[config.mk]
export PLATFORM = sky130hd
export DESIGN_NAME = servo_ctrl
export DESIGN_NICKNAME = d
export VERILOG_FILES = /design/src/rtl/servo_pkg.sv /design/src/rtl/servo_frame_timer.sv /design/src/rtl/servo_ctrl.sv
export SDC_FILE = /design/constraint.sdc
export NUM_CORES = 1
export LEC_CHECK = 0
export CORE_AREA = 2 2 99 149
export DETAILED_ROUTE_END_ITERATION = 7
export DIE_AREA = 0 0 101 151
export PLACE_DENSITY_LB_ADDON = 0.25
export SETUP_SLACK_MARGIN = 0.5
export SLEW_MARGIN = 0
export SYNTH_ARGS = -nofsm -noshare
export SYNTH_HDL_FRONTEND = slang
export SYNTH_SLANG_ARGS = --single-unit
[constraint.sdc]
create_clock -name clk -period 7.4 [get_ports clk]
set_clock_uncertainty 0.15 [all_clocks]
set_input_delay 0.74 -clock clk [delete_from_list [all_inputs] [get_ports clk]]
set_output_delay 0.74 -clock clk [all_outputs]
set_load 0.01 [all_outputs]
[src/rtl/servo_pkg.sv]
// Shared types, widths and default timing constants for the servo position
// controller and the PWM generator it drives.
package servo_pkg;

    localparam int DUTY_W  = 18;
    localparam int CNT_W   = 20;
    localparam int ANGLE_W = 8;

    localparam int unsigned DEF_CLK_IN     = 50_000_000;
    localparam int unsigned DEF_FREQ_SERVO = 50;
    localparam int unsigned DEF_MIN_PULSE  = 50_000;
    localparam int unsigned DEF_MAX_PULSE  = 100_000;
    localparam int unsigned DEF_LSB_CYCLES = 196;
    localparam int unsigned DEF_STEP       = 2_500;

    typedef enum logic [1:0] {OFF, HOLD, RAMP} servo_state_t;

    // Angle code to pulse width; 32-bit intermediate so large codes clamp
    // instead of wrapping.
    function automatic logic [DUTY_W-1:0] map_angle(
        input logic [ANGLE_W-1:0] angle,
        input int unsigned        min_pulse,
        input int unsigned        lsb_cycles,
        input int unsigned        max_pulse
    );
        logic [31:0] pos;
        pos = min_pulse + 32'(angle) * lsb_cycles;
        if (pos > max_pulse)
            pos = max_pulse;
        return pos[DUTY_W-1:0];
    endfunction

    function automatic logic [DUTY_W-1:0] step_toward(
        input logic [DUTY_W-1:0] duty,
        input logic [DUTY_W-1:0] target,
        input logic [DUTY_W-1:0] step
    );
        if (duty < target)
            return (target - duty > step) ? duty + step : target;
        else
            return (duty - target > step) ? duty - step : target;
    endfunction

endpackage

[src/rtl/servo_frame_timer.sv]
// Free-running frame counter; frame_tick marks the last cycle of each
// servo frame.
module servo_frame_timer
    import servo_pkg::*;
#(
    parameter int unsigned TOTAL_PERIOD = DEF_CLK_IN / DEF_FREQ_SERVO
) (
    input  logic clk,
    input  logic rst,
    output logic frame_tick
);

    localparam logic [CNT_W-1:0] LAST = CNT_W'(TOTAL_PERIOD - 1);

    logic [CNT_W-1:0] count;

    // NOTE: sequential state uses non-blocking assignments so every register
    // in the design updates from pre-edge values, independent of block order.
    always_ff @(posedge clk) begin
        if (rst)
            count <= '0;
        else if (count == LAST)
            count <= '0;
        else
            count <= count + CNT_W'(1);
    end

    assign frame_tick = (count == LAST);

endmodule

[src/rtl/servo_ctrl.sv]
// Servo position controller: accepts angle commands, maps them to pulse
// widths and slews duty by at most STEP per frame, only at frame boundaries.
module servo_ctrl
    import servo_pkg::*;
#(
    parameter int unsigned CLK_IN     = DEF_CLK_IN,
    parameter int unsigned FREQ_SERVO = DEF_FREQ_SERVO,
    parameter int unsigned MIN_PULSE  = DEF_MIN_PULSE,
    parameter int unsigned MAX_PULSE  = DEF_MAX_PULSE,
    parameter int unsigned LSB_CYCLES = DEF_LSB_CYCLES,
    parameter int unsigned STEP       = DEF_STEP
) (
    input  logic               clk,
    input  logic               rst,
    input  logic               enable,
    input  logic               cmd_valid,
    output logic               cmd_ready,
    input  logic [ANGLE_W-1:0] cmd_angle,
    output logic [DUTY_W-1:0]  duty,
    output logic               frame_tick,
    output logic               at_target,
    output logic               busy
);

    localparam int unsigned       TOTAL_PERIOD = CLK_IN / FREQ_SERVO;
    localparam logic [DUTY_W-1:0] MIN_POS      = DUTY_W'(MIN_PULSE);
    localparam logic [DUTY_W-1:0] STEP_D       = DUTY_W'(STEP);

    servo_state_t      state, state_next;
    logic [DUTY_W-1:0] duty_next;
    logic [DUTY_W-1:0] pending, target, target_in;
    logic              pending_full;
    logic              accept, transfer;

    servo_frame_timer #(
        .TOTAL_PERIOD(TOTAL_PERIOD)
    ) u_frame_timer (
        .clk       (clk),
        .rst       (rst),
        .frame_tick(frame_tick)
    );

    assign cmd_ready = !rst && !pending_full;
    assign accept    = cmd_valid && cmd_ready;
    assign transfer  = frame_tick && pending_full;
    // A transfer on this tick steers the step calculation immediately.
    assign target_in = transfer ? pending : target;

    // Accept and transfer are exclusive: the slot is never ready while full,
    // so a command accepted on a tick waits for the following tick.
    always_ff @(posedge clk) begin
        if (rst) begin
            pending_full <= 1'b0;
            pending      <= '0;
            target       <= MIN_POS;
        end else begin
            if (transfer) begin
                target       <= pending;
                pending_full <= 1'b0;
            end
            if (accept) begin
                pending      <= map_angle(cmd_angle, MIN_PULSE, LSB_CYCLES, MAX_PULSE);
                pending_full <= 1'b1;
            end
        end
    end

    always_ff @(posedge clk) begin
        if (rst) begin
            state <= OFF;
            duty  <= '0;
        end else begin
            state <= state_next;
            duty  <= duty_next;
        end
    end

    // NOTE: every output of this block gets a default first, so no path
    // leaves a value unassigned and no latch is inferred.
    always_comb begin
        state_next = state;
        duty_next  = duty;
        if (frame_tick) begin
            if (!enable) begin
                state_next = OFF;
                duty_next  = '0;
            end else begin
                unique case (state)
                    OFF: begin
                        // Mechanical position is unknown after power-up: jump, do not slew.
                        state_next = HOLD;
                        duty_next  = target_in;
                    end
                    HOLD, RAMP: begin
                        duty_next  = step_toward(duty, target_in, STEP_D);
                        state_next = (duty_next == target_in) ? HOLD : RAMP;
                    end
                    default: begin
                        state_next = OFF;
                        duty_next  = '0;
                    end
                endcase
            end
        end
    end

    always_comb begin
        busy      = (state == RAMP);
        at_target = (state == HOLD) && (duty == target);
    end

endmodule

==> results of run 1 <==
==> flip-flops by register name, summed over array words and instances, names as in the netlist <==
signal               count
target                  18
state                    2
duty                    18
pending_full             1
u_frame_timer.count     20
pending                 15
==> power groups by stage <==
stage	Clock, mW	Combinational [mW]	Sequential, mW
floorplan	0	0.171	0.428
global placement	0	0.213	0.432
detailed placement	0	0.218	0.432
CTS	0.433	0.221	0.423
global route	0.447	0.247	0.425
finish	0.428	0.220	0.424
==> metrics by stage <==
stage / total power [mW] / std cells / util, % / setup slack, ns / hold slack (ns)
after floorplan: 0.599 / 1046 / - / 1.44 / 0.280
after global placement: 0.645 / 1216 / 59.7 / 0.589 / 0.294
after detailed placement: 0.651 / 1216 / 59.7 / 0.478 / 0.303
after CTS: 1.08 / 1232 / 61.8 / 0.666 / 0.318
after global routing: 1.12 / 1232 / 62.1 / 0.520 / 0.332
final: 1.07 / 1232 / 62.1 / 0.901 / 0.315
==> cells by family after synthesis <==
family	Yosys count	synth area share [%]
and+or+nand+nor	353	22.7
adders and majority gates	72	11.8
buffers and inverters	133	6.66
xor gates and xnor gates	88	9.87
muxes	22	2.90
AOI/OAI and AO/OA	304	27.1
DFF	74	19.0
==> synth_stat cells (6+ instances only) <==
cell type / n
buf_2: 7
o21ai_0: 43
a311oi_1: 6
a21oi_1: 69
xnor2_1: 66
xor2_1: 22
nor2b_1: 12
a21o_1: 13
nand4_1: 16
o221ai_1: 9
a211oi_1: 11
and2_1: 8
inv_1: 79
or3_1: 15
a22oi_1: 24
nand2b_1: 18
and3_1: 13
nor2_1: 91
clkbuf_1: 40
ha_1: 69
nor3_1: 27
o21bai_1: 9
dfxtp_1: 74
nor4_1: 12
nand3_1: 29
a32oi_1: 7
o22ai_1: 32
mux2i_1: 17
a31oi_1: 7
o211ai_1: 8
o31ai_1: 7
nand2_1: 85
==> final cells by class <==
class / instances / area (um2)
Inverter: 81 / 304
Fill cell: 1317 / 5270
Clock buffer: 12 / 256
Clock inverter: 4 / 33.8
Multi-Input combinational cell: 839 / 5860
Sequential cell: 74 / 1480
Timing Repair Buffer: 57 / 510
Tap cell: 165 / 206
==> layer usage <==
metal,vias to the layer above,GRT usage (%)
met4,0,20.5
met2,369,60.3
met1,3887,39.3
li1,3850,-
met5,-,0
met3,99,2.77
==> how the worst min path moves through the flow <==
stage,startpoint,cells past startpoint,to
after floorplan,u_frame_timer.count[0],1,u_frame_timer.count[0]
after global placement,u_frame_timer.count[0],1,u_frame_timer.count[0]
after detailed placement,u_frame_timer.count[0],1,u_frame_timer.count[0]
after CTS,u_frame_timer.count[0],1,u_frame_timer.count[0]
after global routing,u_frame_timer.count[0],1,u_frame_timer.count[0]
final,u_frame_timer.count[0],1,u_frame_timer.count[0]
==> repair_timing <==
| action | in CTS | in global routing |
|---|---|---|
| gates cloned | 0 | 0 |
| endpoints found under the setup margin | 2 | 20 |
| gates resized for setup | 1 | 11 |
| hold buffers | 0 | 0 |
| pin swaps | 0 | 1 |
==> results.cfg, run 1 <==
[sta]
min_period_ns = 6.50
slew_violations = 0
finalHoldViolations = 0
setup_viol = 0
relSlewSlack_pct = 39.3
fin_crit_sh_pct = 87.8
final.setup.tns_ns = 0
worst_pin_slew_ns = 0.899
rsz0062_at_grt = no
fmax_mhz = 154

[yosys]
syn-cell-area_um2 = 7810
yosys_warnings = 0
synth_edf_count = 0
synth_ff_type = dfxtp_1
synth_area_leader_cell = dfxtp_1
yosys-top-cells-area = dfxtp_1, ha_1, xnor2_1, a21oi_1, nor2_1
synth_top_area_share_pct = 19.0
synthesis.nets = 1130
synth_cell_type_count = 84
synth_seq_cells = 74
seq_area_frac_synth_pct = 19.0
avgSynthCellArea_um2 = 7.47
synthCells = 1046
synthArstFlopShare_pct = 0

[worst_setup_path]
r2r-end = state[1]
r2r_cells = 24
cp.arrival_ns = 6.56
crit_chain = ha_1 -> nand3_4 -> or4_1 -> buf_4 -> nor2_4 -> nand2_1 -> nand2_1 -> ha_2 -> a21oi_1 -> o21ai_0 -> a221o_1 -> a211o_1 -> mux2i_1 -> a311oi_1 -> a2111oi_2 -> nand2_1 -> nand2_2 -> buf_4 -> o221ai_1 -> o31ai_2 -> a2111oi_2 -> a31oi_1 -> a2111oi_2 -> o32ai_1
worst-setup-path-type = flip-flop to flip-flop
crit_cells = 24
startpoint_type = flip-flop
reg2reg_from = u_frame_timer.count[0]
endpoint_kind = flip-flop
critPathRequiredTime_ns = 7.46
reg2reg_slack_ns = 0.90
crit_family = compound AO/OA/AOI/OAI gates
cp-startpoint = u_frame_timer.count[0]
endpoint = state[1]
slowest_delay_ns = 0.54
cp_num_buf_inv = 2
critPathMaxFanout = 18
slowest_stage = or4_1

[clock_network]
cts_buffer_depth = 2
cts_max_level = 3
cts_tree = yes
clkTransAtPathRegs_ns = 0.07
postCtsSetupRepairBufs = 0
cts_buffers = 9
insertion_delay_ns = 0.34
clockRootBuffer = clkbuf_16
cts.sink_count = 74

[floorplan]
initial_core_util_pct = 56.1
core_um2 = 13900
die_h_um = 151
dieWidth_um = 101
ios = 34
rows = 53
die_area_um2 = 15300

[layout]
final_cell_mix = nor2_1, nand2_1, inv_1
nNetsFinal = 1146
final_area_um2 = 8650
num_antenna_cells = 0
layout_commonest_cell = nor2_1
syn_to_final_growth_pct = 10.8
final_layout_size_suffix_gt1_share_pct = 7.22

[pwr]
p_sw_share_pct = 29.6
intPower_mw = 0.755
switchingPower_mw = 0.318
p_seq_share_pct = 39.5
leakagePower_nw = 3.49
ir_drop_mv = 0.151
powerDensity_nw_per_um2 = 124
comb_power_share_pct = 20.6
clkPwrFrac_pct = 39.9

[flow_run]
max_cap_viol_count = 0

[placement]
place_hpwl_um = 20000
place.gp.congestion = 1.00
port_buffers = 33
placed_area_um2 = 8310

[routing]
drc = 0
drt_first_pass_iters = 6
wl_met1_um = 9840
met2_length_um = 13100
routed_via_density = 6.66
drt_iter0_drc = 799
route.met3.wl_um = 1440
final_antenna_net_count = 0
wire_per_inst_um = 21.0
vias = 8205
wl_um = 25900
routed.top_layer = met4

[global_route]
grt-ovfl-total = 0
grt_max_degree = 41
grt_first_pass_wirelength_um = 40700
grtUsageTotal_pct = 34.0
grt_pass1_vias = 7809
antenna_found_initial = 0

[status]
status = finished clean

[worst_hold_path]
hold_class = flip-flop to flip-flop
Note: power is estimated with default switching activity, not from simulation.
==> run 2, diff against run 1 <==
CORE_AREA = 2 2 154 231   (was 2 2 99 149)
DIE_AREA = 0 0 156 233   (was 0 0 101 151)
SLEW_MARGIN = not set   (was 0)
==> run 2 against run 1 <==
Against the previous run:
- core utilization decreased by 36 points
- largest power group unchanged
- clock power increased by 15%
- final area increased by 5.0%
==> results.cfg, run 2 (same netlist as run 1, synthesis figures left out) <==
[clock_network]
cts_buffer_depth = 2
cts_buffers = 9
cts_tree = yes
postCtsSetupRepairBufs = 0
cts_max_level = 3
clockRootBuffer = clkbuf_16
insertion_delay_ns = 0.36
cts.sink_count = 74
clkTransAtPathRegs_ns = 0.06

[layout]
final_layout_size_suffix_gt1_share_pct = 8.47
largest_reg_flops = 20
final_cell_mix = nor2_1, nand2_1, inv_1
num_antenna_cells = 0
syn_to_final_growth_pct = 16.3
reg_top3 = u_frame_timer.count (20), duty (18), target (18)
layout_commonest_cell = nor2_1
nNetsFinal = 1154
top_register = u_frame_timer.count

[routing]
drc = 0
wl_um = 30200
final_antenna_net_count = 0
drt_iter0_drc = 530
vias = 8019
routed_via_density = 5.35
drt_first_pass_iters = 5
wire_per_inst_um = 20.1

[worst_hold_path]
hold_start = u_frame_timer.count[0]
hold_end = u_frame_timer.count[0]
hold_class = flip-flop to flip-flop
holdPathStages = 1

[worst_setup_path]
worst-setup-path-type = flip-flop to flip-flop
reg2reg_slack_ns = 0.84
reg2reg_from = u_frame_timer.count[0]
critPathRequiredTime_ns = 7.46
endpoint_kind = flip-flop
r2r-end = state[1]
cp.arrival_ns = 6.62
startpoint_type = flip-flop
critPathMaxFanout = 15
r2r_cells = 21

[placement]
place.gp.congestion = 0.938
port_buffers = 33
place_hpwl_um = 24000

[floorplan]
die_area_um2 = 36300
ios = 34
initial_core_util_pct = 22.9
dieWidth_um = 156
core_um2 = 34200
rows = 83
die_h_um = 233

[global_route]
grt-ovfl-total = 0
grt_max_degree = 41
grt_pass1_vias = 8018
antenna_found_initial = 0
grtUsageTotal_pct = 16.7
grt_first_pass_wirelength_um = 46700

[sta]
setup_viol = 0
relSlewSlack_pct = 36.7
final.setup.tns_ns = 0
timing.hold.ws_ns = 0.318
min_period_ns = 6.56
rsz0062_at_grt = yes
fmax_mhz = 152
finalHoldViolations = 0
fin_crit_sh_pct = 88.6
worst_pin_slew_ns = 0.945
slew_violations = 0

[status]
status = finished clean

[pwr]
ir_drop_mv = 0.0932
leakagePower_nw = 3.55
powerDensity_nw_per_um2 = 125

[flow_run]
max_cap_viol_count = 0
## run 2: what timing repair did
action                     in CTS  in global routing
setup endpoints to repair       2                 13
gates resized for setup         1                 14
cloned                          0                  0
hold buffers                    0                  0
## run 2: stage by stage
| step | instance area, um2 | util, % | worst slack, ns | std cells | power, mW |
|---|---|---|---|---|---|
| after floorplan | 7810 | - | 1.44 | 1046 | 0.599 |
| after global placement | 8700 | 25.5 | 0.363 | 1484 | 0.649 |
| after detailed placement | 8700 | 25.5 | 0.355 | 1484 | 0.651 |
| after CTS | 9030 | 26.4 | 0.520 | 1500 | 1.15 |
| after global routing | 9080 | 26.6 | 0.464 | 1500 | 1.19 |
| final | 9080 | 26.6 | 0.842 | 1500 | 1.13 |
## run 2: cell type report
cell class / instances / area, um2
Fill cell: 3703 / 25100
Multi-Input combinational cell: 839 / 5870
Sequential cell: 74 / 1480
Timing Repair Buffer: 65 / 571
Tap cell: 425 / 532
Inverter: 81 / 304
Clock buffer: 10 / 239
Clock inverter: 6 / 87.6
## run 2: worst max-delay path by stage
stage	to	slack [ns]	cells past startpoint	start
floorplan	state[1]	1.44	25	u_frame_timer.count[0]
global placement	state[1]	0.36	21	u_frame_timer.count[0]
detailed placement	state[1]	0.36	22	u_frame_timer.count[0]
CTS	state[1]	0.52	22	u_frame_timer.count[0]
global route	state[1]	0.46	25	u_frame_timer.count[0]
finish	state[1]	0.84	21	u_frame_timer.count[0]
## run 2: critical path: stages, from the launching register on
cell	delay (ns)
dfxtp_1	0.38
ha_1	0.24
nand3_4	0.13
or4_1	0.67
nor2_4	0.33
nand2_1	0.11
nand2_1	0.23
ha_1	0.31
a21oi_1	0.33
o21ai_0	0.32
or3_1	0.38
mux2i_1	0.14
nor4_1	0.08
a211o_1	0.40
a2111oi_2	0.37
nand2_1	0.22
nand2_2	0.23
buf_4	0.25
o22ai_1	0.12
mux2_2	0.32
a2111oi_2	0.51
o32ai_1	0.17
## run 2: metal layers
layer / global-route usage (%) / vias up / part of all wire, %
met5: 0 / - / 0
met4: 9.72 / 0 / 6.1
met1: 18.0 / 3822 / 38
met3: 2.22 / 93 / 4.1
met2: 31.0 / 251 / 52
li1: - / 3853 / -
## run 2: report_power, final
group,switching [mW],total [mW],internal [mW]
combinational,0.122,0.215,0.0928
clock,0.187,0.491,0.305
sequential,0.0118,0.424,0.413
==> run 3, diff against run 2 <==
CTS_BUF_LIST = sky130_fd_sc_hd__clkbuf_8   (was not set)
GPL_TIMING_DRIVEN = 0   (was not set)
==> run 3 against run 2 <==
Against the previous run:
- fmax fell by 1.6%
- non-clock buffer count is 29 higher
- cell count rose by 1.9%
- total power shrank 7.5%
- first-iteration DRC count is 13% lower
- clock power shrank 18%
- setup slack lost 0.11 ns
- worst hold slack better by 0.0039 ns
- routed wire length increased by 1.9%
- register-to-register slack worse by 0.11 ns
- largest cell class unchanged
==> results.cfg, run 3 (same netlist as run 1, synthesis figures left out) <==
[clock_network]
cts_max_level = 3
clkTransAtPathRegs_ns = 0.10
clockRootBuffer = clkbuf_8
cts_buffers = 9
holdBufCountCts = 0
insertion_delay_ns = 0.40
cts_tree = yes
cts_buffer_depth = 2
cts.sink_count = 74

[layout]
num_antenna_cells = 0
top_register = u_frame_timer.count
layout.cells.non_filler = 1529
final_cell_mix = nor2_1, nand2_1, inv_1
largest_reg_flops = 20
final_layout_size_suffix_gt1_share_pct = 8.42
fin_util_pct = 27.0
layout_commonest_cell = nor2_1
syn_to_final_growth_pct = 18.0
nNetsFinal = 1183
reg_top3 = u_frame_timer.count (20), duty (18), target (18)
final_area_um2 = 9220

[worst_setup_path]
critPathMostFrequentCell = nand2_1
slowest_delay_ns = 0.53
crit_family = compound AO/OA/AOI/OAI gates
cp.arrival_ns = 6.82
cp_num_buf_inv = 4
endpoint_kind = flip-flop
worst-setup-path-type = flip-flop to flip-flop
critPathMaxFanout = 10
slowest_stage = or4_1
critPathRequiredTime_ns = 7.55
startpoint_type = flip-flop

[global_route]
grt_max_degree = 13
grt_first_pass_wirelength_um = 46200
antenna_found_initial = 0
grtUsageTotal_pct = 16.8
grt_pass1_vias = 7964
grt-ovfl-total = 0

[pwr]
ir_drop_mv = 0.0917
power_mw = 1.05
p_seq_share_pct = 40.6
switchingPower_mw = 0.308
intPower_mw = 0.738
leakagePower_nw = 3.52
clkPwrFrac_pct = 38.6
p_sw_share_pct = 29.5
powerDensity_nw_per_um2 = 113
comb_power_share_pct = 20.9

[sta]
fin_crit_sh_pct = 90.1
fmax_mhz = 150
slew_violations = 0
timing.hold.ws_ns = 0.322
rsz0062_at_grt = no
final.setup.tns_ns = 0
worst_pin_slew_ns = 0.934
finalHoldViolations = 0
relSlewSlack_pct = 36.0
setup_viol = 0
min_period_ns = 6.67
layout_setup_ws_ns = 0.734

[floorplan]
core_um2 = 34200
ios = 34
die_h_um = 233
initial_core_util_pct = 22.9
dieWidth_um = 156
rows = 83
die_area_um2 = 36300

[flow_run]
max_cap_viol_count = 0

[routing]
routed_via_density = 5.29
drc = 0
drt_first_pass_iters = 5
wl_um = 30700
drt_iter0_drc = 462
vias = 8094
wire_per_inst_um = 20.1
final_antenna_net_count = 0

[placement]
place_ws_ns = -1.44
port_buffers = 33
place_hpwl_um = 25000
placed_area_um2 = 8690
place.gp.congestion = 0.945
placed_cells = 1505

[status]
status = finished clean

[worst_hold_path]
hold_class = flip-flop to flip-flop
run 3: power groups by stage:
stage | combinational (mW) | clock, mW | sequential, mW
2_1_floorplan | 0.171 | 0 | 0.428
3_3_place_gp | 0.218 | 0 | 0.431
3_5_place_dp | 0.220 | 0 | 0.431
4_1_cts | 0.222 | 0.419 | 0.423
5_1_grt | 0.250 | 0.430 | 0.426
6_report | 0.218 | 0.403 | 0.424
run 3: routing by layer:
metal / up-vias / wire length, um / global-route usage (%)
li1: 3917 / - / -
met1: 3825 / 11300 / 17.1
met2: 251 / 16100 / 32.1
met3: 101 / 1170 / 1.79
met4: 0 / 2120 / 11.2
met5: - / 0 / 0
run 3: worst paths after layout:
check	from	end	slack, ns	depth (start not counted)
hold reg to reg	u_frame_timer.count[0]	u_frame_timer.count[0]	0.32	1
setup reg to reg	u_frame_timer.count[0]	state[0]	0.73	25
setup / recovery	u_frame_timer.count[0]	state[0]	0.73	25
hold / removal	u_frame_timer.count[0]	u_frame_timer.count[0]	0.32	1
run 3: timing repair:
item                                   CTS  global route
buffers inserted                         4             4
gates resized for setup                 26            30
setup endpoints to repair               20            16
pin swaps                                1             1
endpoints found under the hold margin    0             0
run 3: area by class of cell:
| class | instances | area [um2] |
|---|---|---|
| timing repair buffer | 42 | 398 |
| clock inverter | 6 | 106 |
| buffer | 52 | 235 |
| sequential | 74 | 1480 |
| inverter | 81 | 304 |
| tap | 425 | 532 |
| multi-input combinational | 839 | 6020 |
| clock buffer | 10 | 138 |
| fill | 3722 | 25000 |
